### src/rtl/div_share_pkg.sv
// Shared types and constants for the shared-divider arbiter.
// Optional feature macro: DIV_SHARE_DZ_FAST_EN (used by div_share_arb).
package div_share_pkg;

  localparam int DEF_NREQ  = 4;
  localparam int DEF_WIDTH = 32;
  localparam int DEF_IDW   = $clog2(DEF_NREQ);

  typedef enum logic [1:0] {
    IDLE = 2'd0,
    BUSY = 2'd1,
    DONE = 2'd2
  } state_t;

  // Response record at the default geometry.
  typedef struct packed {
    logic [DEF_IDW-1:0]   id;
    logic [DEF_WIDTH-1:0] quotient;
    logic [DEF_WIDTH-1:0] remainder;
    logic                 dz;
  } rsp_t;

endpackage

### src/rtl/div_share_arb_if.sv
// Request/response bundle between the requesters and the shared divider.
// master = requester/consumer side, slave = div_share_arb.
interface div_share_arb_if
  import div_share_pkg::*;
#(
  parameter int NREQ  = DEF_NREQ,
  parameter int WIDTH = DEF_WIDTH,
  parameter int IDW   = $clog2(NREQ)
);
  logic [NREQ-1:0]       req_valid;
  logic [NREQ-1:0]       req_ready;
  logic [NREQ*WIDTH-1:0] req_dividend;
  logic [NREQ*WIDTH-1:0] req_divisor;
  logic                  rsp_valid;
  logic                  rsp_ready;
  logic [IDW-1:0]        rsp_id;
  logic [WIDTH-1:0]      rsp_quotient;
  logic [WIDTH-1:0]      rsp_remainder;
  logic                  rsp_dz;

  modport master (
    output req_valid, req_dividend, req_divisor, rsp_ready,
    input  req_ready, rsp_valid, rsp_id, rsp_quotient, rsp_remainder, rsp_dz
  );

  modport slave (
    input  req_valid, req_dividend, req_divisor, rsp_ready,
    output req_ready, rsp_valid, rsp_id, rsp_quotient, rsp_remainder, rsp_dz
  );
endinterface

### src/rtl/div_share_arb_step_core.sv
// Iterative unsigned restoring divider: one quotient bit per cycle after start.
// done is high during the final step; quotient/remainder show that step's result.
module div_step_core #(
  parameter int WIDTH = 32
) (
  input  logic             clk,
  input  logic             rst_n,
  input  logic             start,
  input  logic [WIDTH-1:0] dividend,
  input  logic [WIDTH-1:0] divisor,
  output logic             done,
  output logic [WIDTH-1:0] quotient,
  output logic [WIDTH-1:0] remainder
);
  localparam int CW = $clog2(WIDTH);

  logic [WIDTH-1:0] divisor_reg;
  logic [WIDTH-1:0] quo_reg;
  logic [WIDTH:0]   rem_reg;
  logic [CW-1:0]    count_reg;
  logic             busy_reg;

  logic [WIDTH:0]   shifted;
  logic [WIDTH:0]   rem_next;
  logic [WIDTH-1:0] quo_next;
  logic             fits;
  logic             unused_rem_msb;

  // The extra remainder bit keeps the compare exact once the shifted value exceeds WIDTH bits.
  always_comb begin
    shifted  = {rem_reg[WIDTH-1:0], quo_reg[WIDTH-1]};
    fits     = (shifted >= {1'b0, divisor_reg});
    rem_next = fits ? (shifted - {1'b0, divisor_reg}) : shifted;
    quo_next = {quo_reg[WIDTH-2:0], fits};
  end

  assign done           = busy_reg && (count_reg == CW'(WIDTH - 1));
  assign quotient       = quo_next;
  assign remainder      = rem_next[WIDTH-1:0];
  assign unused_rem_msb = rem_reg[WIDTH];

  always_ff @(posedge clk or negedge rst_n) begin
    if (!rst_n) begin
      divisor_reg <= '0;
      quo_reg     <= '0;
      rem_reg     <= '0;
      count_reg   <= '0;
      busy_reg    <= 1'b0;
    end else if (start) begin
      divisor_reg <= divisor;
      quo_reg     <= dividend;
      rem_reg     <= '0;
      count_reg   <= '0;
      busy_reg    <= 1'b1;
    end else if (busy_reg) begin
      quo_reg   <= quo_next;
      rem_reg   <= rem_next;
      count_reg <= count_reg + 1'b1;
      if (done) busy_reg <= 1'b0;
    end
  end
endmodule

### src/rtl/div_share_arb.sv
// Round-robin arbiter sharing one restoring divider among NREQ requesters.
// Define DIV_SHARE_DZ_FAST_EN to answer zero-divisor requests without iterating.
module div_share_arb
  import div_share_pkg::*;
#(
  parameter int NREQ  = DEF_NREQ,
  parameter int WIDTH = DEF_WIDTH,
  parameter int IDW   = $clog2(NREQ)
) (
  input  logic             clk,
  input  logic             rst_n,
  div_share_arb_if.slave   bus
);
  state_t           state_reg, state_next;
  logic [IDW-1:0]   rr_ptr_reg, id_reg, gnt_idx;
  logic             gnt_any, accept, core_start, core_done, sel_dz;
  logic [WIDTH-1:0] dividend_arr [NREQ];
  logic [WIDTH-1:0] divisor_arr  [NREQ];
  logic [WIDTH-1:0] sel_dividend, sel_divisor, core_quo, core_rem;
  logic [IDW-1:0]   rsp_id_reg;
  logic [WIDTH-1:0] rsp_quo_reg, rsp_rem_reg;
  int               slot;

  genvar gi;
  generate
    for (gi = 0; gi < NREQ; gi++) begin : g_req
      assign dividend_arr[gi]  = bus.req_dividend[gi*WIDTH +: WIDTH];
      assign divisor_arr[gi]   = bus.req_divisor[gi*WIDTH +: WIDTH];
      assign bus.req_ready[gi] = accept && (gnt_idx == IDW'(gi));
    end
  endgenerate

  // First valid requester at or after rr_ptr, wrapping around.
  always_comb begin
    gnt_any = 1'b0;
    gnt_idx = '0;
    slot    = 0;
    for (int k = 0; k < NREQ; k++) begin
      slot = int'(rr_ptr_reg) + k;
      if (slot >= NREQ) slot = slot - NREQ;
      if (!gnt_any && bus.req_valid[slot]) begin
        gnt_any = 1'b1;
        gnt_idx = IDW'(slot);
      end
    end
  end

  assign sel_dividend = dividend_arr[gnt_idx];
  assign sel_divisor  = divisor_arr[gnt_idx];
`ifdef DIV_SHARE_DZ_FAST_EN
  assign sel_dz = (sel_divisor == '0);
`else
  assign sel_dz = 1'b0;
`endif

  div_step_core #(.WIDTH(WIDTH)) u_core (
    .clk       (clk),
    .rst_n     (rst_n),
    .start     (core_start),
    .dividend  (sel_dividend),
    .divisor   (sel_divisor),
    .done      (core_done),
    .quotient  (core_quo),
    .remainder (core_rem)
  );

  always_ff @(posedge clk or negedge rst_n) begin
    if (!rst_n) state_reg <= IDLE;
    else        state_reg <= state_next;
  end

  always_comb begin
    state_next = state_reg;
    case (state_reg)
      IDLE:    if (gnt_any) state_next = sel_dz ? DONE : BUSY;
      BUSY:    if (core_done) state_next = DONE;
      DONE:    if (bus.rsp_ready) state_next = IDLE;
      default: state_next = IDLE;
    endcase
  end

  always_comb begin
    accept        = (state_reg == IDLE) && gnt_any;
    core_start    = accept && !sel_dz;
    bus.rsp_valid = (state_reg == DONE);
  end

  always_ff @(posedge clk or negedge rst_n) begin
    if (!rst_n) begin
      rr_ptr_reg  <= '0;
      id_reg      <= '0;
      rsp_id_reg  <= '0;
      rsp_quo_reg <= '0;
      rsp_rem_reg <= '0;
    end else begin
      if (accept) id_reg <= gnt_idx;
`ifdef DIV_SHARE_DZ_FAST_EN
      if (accept && sel_dz) begin
        rsp_id_reg  <= gnt_idx;
        rsp_quo_reg <= '1;
        rsp_rem_reg <= sel_dividend;
      end
`endif
      if ((state_reg == BUSY) && core_done) begin
        rsp_id_reg  <= id_reg;
        rsp_quo_reg <= core_quo;
        rsp_rem_reg <= core_rem;
      end
      if ((state_reg == DONE) && bus.rsp_ready)
        rr_ptr_reg <= (id_reg == IDW'(NREQ - 1)) ? '0 : id_reg + 1'b1;
    end
  end

`ifdef DIV_SHARE_DZ_FAST_EN
  logic rsp_dz_reg;
  always_ff @(posedge clk or negedge rst_n) begin
    if (!rst_n)                             rsp_dz_reg <= 1'b0;
    else if (accept)                        rsp_dz_reg <= sel_dz;
  end
  assign bus.rsp_dz = rsp_dz_reg;
`else
  assign bus.rsp_dz = 1'b0;
`endif

  assign bus.rsp_id        = rsp_id_reg;
  assign bus.rsp_quotient  = rsp_quo_reg;
  assign bus.rsp_remainder = rsp_rem_reg;
endmodule

### src/flat_wrapper.sv
// flat-port wrapper written by rule: the top's interface ports become plain ports
module div_share_arb_flat import div_share_pkg::*;
#(
  parameter int NREQ  = DEF_NREQ,
  parameter int WIDTH = DEF_WIDTH,
  parameter int IDW   = $clog2(NREQ)
)
  (clk, rst_n, bus_req_valid, bus_req_dividend, bus_req_divisor, bus_rsp_ready, bus_req_ready, bus_rsp_valid, bus_rsp_id, bus_rsp_quotient, bus_rsp_remainder, bus_rsp_dz);
  div_share_arb_if #(.NREQ(NREQ), .WIDTH(WIDTH), .IDW(IDW)) bus_i ();
  input  logic clk;
  input  logic rst_n;
  input wire logic [$bits(bus_i.req_valid)-1:0] bus_req_valid;
  input wire logic [$bits(bus_i.req_dividend)-1:0] bus_req_dividend;
  input wire logic [$bits(bus_i.req_divisor)-1:0] bus_req_divisor;
  input wire logic [$bits(bus_i.rsp_ready)-1:0] bus_rsp_ready;
  output wire logic [$bits(bus_i.req_ready)-1:0] bus_req_ready;
  output wire logic [$bits(bus_i.rsp_valid)-1:0] bus_rsp_valid;
  output wire logic [$bits(bus_i.rsp_id)-1:0] bus_rsp_id;
  output wire logic [$bits(bus_i.rsp_quotient)-1:0] bus_rsp_quotient;
  output wire logic [$bits(bus_i.rsp_remainder)-1:0] bus_rsp_remainder;
  output wire logic [$bits(bus_i.rsp_dz)-1:0] bus_rsp_dz;
  assign bus_i.req_valid = bus_req_valid;
  assign bus_i.req_dividend = bus_req_dividend;
  assign bus_i.req_divisor = bus_req_divisor;
  assign bus_i.rsp_ready = bus_rsp_ready;
  assign bus_req_ready = bus_i.req_ready;
  assign bus_rsp_valid = bus_i.rsp_valid;
  assign bus_rsp_id = bus_i.rsp_id;
  assign bus_rsp_quotient = bus_i.rsp_quotient;
  assign bus_rsp_remainder = bus_i.rsp_remainder;
  assign bus_rsp_dz = bus_i.rsp_dz;
  div_share_arb #(.NREQ(NREQ), .WIDTH(WIDTH), .IDW(IDW)) u_core (.clk(clk), .rst_n(rst_n), .bus(bus_i));
endmodule
### config.mk
export PLATFORM = sky130hd
export DESIGN_NAME = div_share_arb_flat
export DESIGN_NICKNAME = d
export VERILOG_FILES = /design/src/rtl/div_share_pkg.sv /design/src/rtl/div_share_arb_if.sv /design/src/rtl/div_share_arb_step_core.sv /design/src/rtl/div_share_arb.sv /design/src/flat_wrapper.sv
export SDC_FILE = /design/constraint.sdc
export NUM_CORES = 1
export LEC_CHECK = 0
export BUFFER_PORTS_ARGS = -buffer_cell sky130_fd_sc_hd__buf_4
export CORE_AREA = 2 2 182 184
export CTS_BUF_LIST = sky130_fd_sc_hd__clkbuf_16
export DETAILED_ROUTE_END_ITERATION = 16
export DIE_AREA = 0 0 184 186
export HOLD_SLACK_MARGIN = 0.12
export PLACE_DENSITY = 0.56
export SETUP_SLACK_MARGIN = 0.2
export SLEW_MARGIN = 0
export SYNTH_ARGS = -nofsm -noshare
export SYNTH_HDL_FRONTEND = slang
export SYNTH_SLANG_ARGS = --single-unit
### constraint.sdc
create_clock -name clk -period 4 [get_ports clk]
set_input_delay 0.8 -clock clk [delete_from_list [all_inputs] [get_ports clk]]
set_output_delay 0.8 -clock clk [all_outputs]
set_load 0.01 [all_outputs]
== Yosys cells after proc, flatten, opt, wreduce, memory -nomap -nowiden ==
Cells that the tools add are included.

* Eq/ne operators: 10
* Reductions and logical operators: 18
* Bitwise logic cells: 1
* Mux-type cells: 45
* Add/sub/neg operators: 10
* $lt $le $gt $ge: 10

{| class="wikitable"
|+ Operator list
! operator !! count
|-
| $mux 32 || 13
|-
| $bmux 32 s2 || 2
|-
| $lt 32x4->1 const B || 4
|-
| $ge 32x4->1 const B || 3
|-
| $sub 32x4->32 const B || 3
|-
| $ge 33x32->1 || 1
|-
| $sub 32x32->32 || 1
|-
| $mux 2 || 8
|-
| $mux 1 || 15
|-
| $logic_and 1x1->1 || 11
|-
| $mux 5 || 2
|-
| $bmux 1 s2 || 4
|-
| $eq 2x2->1 const B || 4
|-
| $add 2x2->3 const B || 2
|-
| $pmux 2 s3 || 1
|-
| $add 5x1->5 const B || 1
|-
| $eq 5x5->1 const B || 1
|-
| $eq 2x1->1 const B || 2
|-
| $logic_not 2->1 || 2
|-
| $ne 2x1->1 const B || 2
|-
| $sub 2x3->4 const B || 1
|-
| $add 2x1->3 const B || 1
|-
| $ge 2x3->1 const B || 1
|-
| $ge 3x3->1 const B || 1
|-
| 6 further kinds || 8
|}

* Word-level logic and storage cells: 105
* Output and inout bits: 72
* Bits of input ports: 263
* Register bits: 174

== Logic depth before layout (Yosys ltp) ==
* Depth in word-level cells: 20
* Mapped depth: 13

== By module ==
A second synthesis with hierarchy kept.

* Cells, all modules: 1241
* Area, all modules: 11601.1 um^2

{| class="wikitable"
|+ By module, submodules not included
! module !! seq. area each (um^2) !! times used !! area an instance (um^2) !! cells each
|-
| div_step_core || 2552.4 || 1 || 6906.6 || 768
|-
| div_share_arb || 1801.7 || 1 || 4694.5 || 473
|}

== Worst setup path before layout ==
Ideal clock, no wire load.

* Kind: input-to-output
* Start point: in bus_req_valid[0]
* End point: out bus_req_ready[0]
* Buffers on the path: 2
* Data arrival time: 2.195 ns
* Data required time: 3.200 ns
* Stages: 6
* Setup slack: 1.005 ns
* Path through: nand2b_1 > nor2b_1 > o22ai_1 > clkbuf_1 > clkbuf_1 > nor3b_1

* Word-level cells in the longest chain between the ends: 15
* Elaborated cells on any way between the ends: 29
* Those cells by class: mux (20); reduce/logical (9)

{| class="wikitable"
|+ Ends and longest elaborated chain
! element !! line !! source
|-
| start, declared || flat_wrapper.sv:12 || <nowiki>input wire logic [$bits(bus_i.req_valid)-1:0] bus_req_valid;</nowiki>
|-
| $bmux 1 s2 || div_share_arb.sv:41 || <nowiki>if (!gnt_any && bus.req_valid[slot]) begin</nowiki>
|-
| $mux 1 (implied by the code) (2 in series) || div_share_arb.sv:41 ||
|-
| $mux 1 || div_share_arb.sv:41 ||
|-
| $logic_not 1->1 || div_share_arb.sv:41 ||
|-
| $logic_and 1x1->1 || div_share_arb.sv:41 ||
|-
| $mux 1 || div_share_arb.sv:41 ||
|-
| $logic_not 1->1 || div_share_arb.sv:41 ||
|-
| $logic_and 1x1->1 || div_share_arb.sv:41 ||
|-
| $mux 1 || div_share_arb.sv:41 ||
|-
| $logic_not 1->1 || div_share_arb.sv:41 ||
|-
| $logic_and 1x1->1 || div_share_arb.sv:41 ||
|-
| $mux 2 / $mux 1 (equally long branches) || div_share_arb.sv:41 ||
|-
| $logic_not 2->1 / $logic_and 1x1->1 (equally long branches) || div_share_arb.sv:29, div_share_arb.sv:83 ||
|-
| $logic_and 1x1->1 * || div_share_arb.sv:29 || <nowiki>assign bus.req_ready[gi] = accept && (gnt_idx == IDW'(gi));</nowiki>
|-
| end, declared || flat_wrapper.sv:16 || <nowiki>output wire logic [$bits(bus_i.req_ready)-1:0] bus_req_ready;</nowiki>
|}

Every way passes the cells marked *; elsewhere a longest branch is shown, timed or not. The select of a mux whose other input is x is not followed.

== Worst setup path in the final report ==
* Start point: reg u_core.u_core.quo_reg[31]
* End point: reg u_core.u_core.rem_reg[20]

* Word-level cells in the longest chain between the ends: 4
* Elaborated cells on any way between the ends: 5
* Those cells by class: add/sub (1); order compare (1); mux (3)

{| class="wikitable"
|+ Ends and longest elaborated chain
! element !! line !! source
|-
| start, declared || div_share_arb_step_core.sv:18 || <nowiki>logic [WIDTH-1:0] quo_reg;</nowiki>
|-
| start signal, assigned || div_share_arb_step_core.sv:51 || <nowiki>quo_reg <= dividend;</nowiki>
|-
| start signal, assigned || div_share_arb_step_core.sv:56 || <nowiki>quo_reg <= quo_next;</nowiki>
|-
| $sub 32x32->32 / $ge 33x32->1 (equally long branches) || div_share_arb_step_core.sv:33, div_share_arb_step_core.sv:32 ||
|-
| $mux 32 * || div_share_arb_step_core.sv:33 || <nowiki>rem_next = fits ? (shifted - {1'b0, divisor_reg}) : shifted;</nowiki>
|-
| $mux 32 * || div_share_arb_step_core.sv:55 || <nowiki>end else if (busy_reg) begin</nowiki>
|-
| $mux 32 * || div_share_arb_step_core.sv:49 || <nowiki>end else if (start) begin</nowiki>
|-
| end signal, assigned || div_share_arb_step_core.sv:57 || <nowiki>rem_reg <= rem_next;</nowiki>
|-
| end, declared || div_share_arb_step_core.sv:19 || <nowiki>logic [WIDTH:0] rem_reg;</nowiki>
|}

Marks and branches as above.
A chain may end at the register's enable or synchronous reset.

==> reports/results.txt <==
Status - complete, no violations
Routed length per instance - 18.8 um
Post-synth ARST share - 100%
YS warnings - 0
Nets@finish - 1976
Num rows - 66
Initial core utilization - 34.4%
Fmax - 304 MHz
TritonCTS clock tree - yes
Vias per cell - 5.17
Vias in the first global route - 10950
Crit path launch type - flip-flop
Die Span X - 184 um
Area delta synth->final - 30.8%
Crit path max-delay cell type - dfrtp_1
Top FF cell, synth - dfrtp_1
Tcrit/Tclk final - 82.4%
Count of input and output buffers - 333
Crit. End Element - flip-flop
# IOs - 335
Sequential-to-total area share from yosys stat - 39.3%
Mean area per synthesized cell - 7.93 um^2
Via count - 10850
CP Buf/Inv Count - 2
Largest stage delay on the critical path - 0.41 ns
Fin Setup TNS - 0 ns
Initial antenna violation count - 1
EDFF count, synth - 0
Largest delay contributor family on the critical path - compound AO/OA/AOI/OAI gates
Core box area - 32200 um^2
H-tree depth - 4
Critical-path cell list - inv_1 -> ha_1 -> inv_1 -> fa_1 -> a21o_1 -> a221oi_2 -> o21ai_2 -> a311oi_4 -> a21oi_1 -> or3_1 -> a32oi_1 -> a21oi_1
Max Slew Vio Count - 0
WL final - 39.5 mm
Worst-Skew Late Latency - 0.44 ns
Worst Hold Class - in -> async
Worst-case clock buffer depth - 2
CTS Hold Bufs - 0
Unrepaired setup endpoints after global routing - no
Worst EP arrival - 3.58 ns
Dpl cell area - 13900 um^2
Unique masters post-synth - 72
Detail Route Antenna Nets - 0
Layout cell share with drive strength beyond 1 - 26.0%
TritonCTS buffer count - 17
Total leakage power - 7.19 nW
GRT overflow - 0
First-pass GRT wire length - 61.4 mm
Worst path required time - 4.28 ns
DRC - 0
Slew of the pin with the lowest slew margin - 0.901 ns
Final min period - 3.29 ns
Cts repair resizes - 0
Post-route cell area - 14500 um^2
Die H - 186 um
Worst Skew - 0.0181 ns
FF+latch count, synth - 174
Rel. slew slack - 39.9%
# Max-Cap Violations - 0
Ant. Diodes - 0
Routability cong. - 0.920
GRT Resource Usage Total - 23.2%
Synthesized area - 11100 um^2
Final Hold Viols - 0
Max IR drop VDD - 0.000382 V
CTS sink cnt - 174
Post-Syn Instances - 1399
Critical Path Fanout Max - 4
Post-CTS setup buffers - 0
Largest net degree at the start of global routing - 77
Syn nets - 1698
Dpl hpwl - 29.3 mm
Worst-path clk slew - 0.08 ns
Commonest non-fill, non-tap cell in the layout - buf_4
Power density cells - 831 nW/um^2
Final setup fails - 0
Root buf cell - clkbuf_16
Drt pass-1 iters - 5
Most frequent cells in the layout - buf_4, nand2_1, dfrtp_1
Crit Path Category - reg -> reg
Die area - 34200 um^2
First-iteration detailed-routing DRC count - 719
FILL cells - 3341
==> cell families (layout without fill, tap and decap cells) <==
kind of cell,after synthesis,after routing,share of synthesized area (%)
AND/OR/NAND/NOR,581,581,21.6
other,1,1,0.0338
adder cells (fa/ha/maj),36,36,4.13
XOR/XNOR,27,27,2.13
buffers and inverters,142,433,5.59
multiplexers,83,83,7.81
flip-flops,174,174,39.3
AO/OA/AOI/OAI,355,355,19.4
==> worst reg2reg max path, delay by kind of cell (launching register included) <==
kind	cells	cell delay, ns
flip-flops	1	0.41
adder cells (fa/ha/maj)	2	0.54
AND/OR/NAND/NOR	1	0.38
buffers and inverters	2	0.12
AO/OA/AOI/OAI	7	1.72
==> final timing paths <==
| kind | start | to | slack (ns) | cells after the start |
|---|---|---|---|---|
| setup / recovery | u_core.u_core.quo_reg[31] | u_core.u_core.rem_reg[20] | 0.71 | 12 |
| hold / removal | rst_n | u_core.u_core.divisor_reg[15] | 0.38 | 1 |
| setup reg to reg | u_core.u_core.quo_reg[31] | u_core.u_core.rem_reg[20] | 0.71 | 12 |
| hold reg to reg | u_core.bus.rsp_id[1] | u_core.bus.rsp_id[1] | 0.48 | 2 |
| max in group asynchronous | rst_n | u_core.u_core.divisor_reg[19] | 2.63 | 2 |
| min in group clk | u_core.bus.rsp_id[1] | u_core.bus.rsp_id[1] | 0.48 | 2 |
==> metrics by stage <==
| stage | util, % | instances | worst slack [ns] | power [mW] | hold slack [ns] |
|---|---|---|---|---|---|
| finish | 45.1 | 2098 | 0.705 | 12.1 | 0.382 |
| global route | 45.1 | 2098 | 0.478 | 13.1 | 0.432 |
| CTS | 45.1 | 2098 | 0.680 | 12.1 | 0.416 |
| detailed placement | 43.2 | 2066 | 0.678 | 10.4 | 0.467 |
| global placement | 43.2 | 2066 | 0.731 | 10.3 | 0.461 |
| floorplan | - | 1399 | 1.00 | 8.15 | 0.450 |
==> final cells by class <==
| cell class | instances | area, um^2 | area share [%] |
|---|---|---|---|
| clock buffer | 17 | 425 | 2.93 |
| clock inverter | 15 | 166 | 1.15 |
| inverter | 47 | 176 | 1.22 |
| multi-input combinational | 1083 | 6170 | 42.5 |
| sequential | 174 | 4360 | 30.0 |
| tap | 408 | 510 | 3.52 |
| timing repair buffer | 354 | 2710 | 18.7 |
==> where the power goes <==
group	switching [mW]	internal [mW]	total (mW)
combinational	4.05	3.02	7.06
sequential	0.665	2.62	3.29
clock	0.869	0.843	1.71
==> metal layers <==
metal / vias to the layer above / GRT usage [%] / part of all wire (%)
met1: 5141 / 30.2 / 43
li1: 5368 / - / -
met5: - / 0 / 0.025
met3: 45 / 4.19 / 5.2
met2: 294 / 39.5 / 49
met4: 2 / 6.53 / 2.0
==> cells in the mapped netlist, types with 4 or more instances <==
cell type | n | share of area [%]
o211ai_1 | 38 | 2.6
mux2i_1 | 55 | 5.0
mux2_2 | 28 | 2.8
a31oi_1 | 8 | 0.45
buf_2 | 5 | 0.23
nand2b_1 | 4 | 0.23
nand4_1 | 10 | 0.56
nand2_1 | 314 | 11
or3_1 | 8 | 0.45
nor3_1 | 5 | 0.23
o21ai_0 | 117 | 5.3
a311oi_1 | 5 | 0.39
ha_1 | 35 | 3.9
inv_1 | 47 | 1.6
nor2_1 | 157 | 5.3
a21o_1 | 10 | 0.68
o21bai_1 | 4 | 0.27
clkbuf_8 | 4 | 0.50
nand3_1 | 57 | 2.6
clkbuf_1 | 68 | 2.3
and3_1 | 5 | 0.28
buf_1 | 9 | 0.30
xor2_1 | 10 | 0.79
dfrtp_1 | 174 | 39
and2_1 | 4 | 0.23
a211oi_1 | 27 | 1.8
xnor2_1 | 17 | 1.3
buf_6 | 4 | 0.41
a21oi_1 | 111 | 5.0
Power figures use the tool's default switching activity.
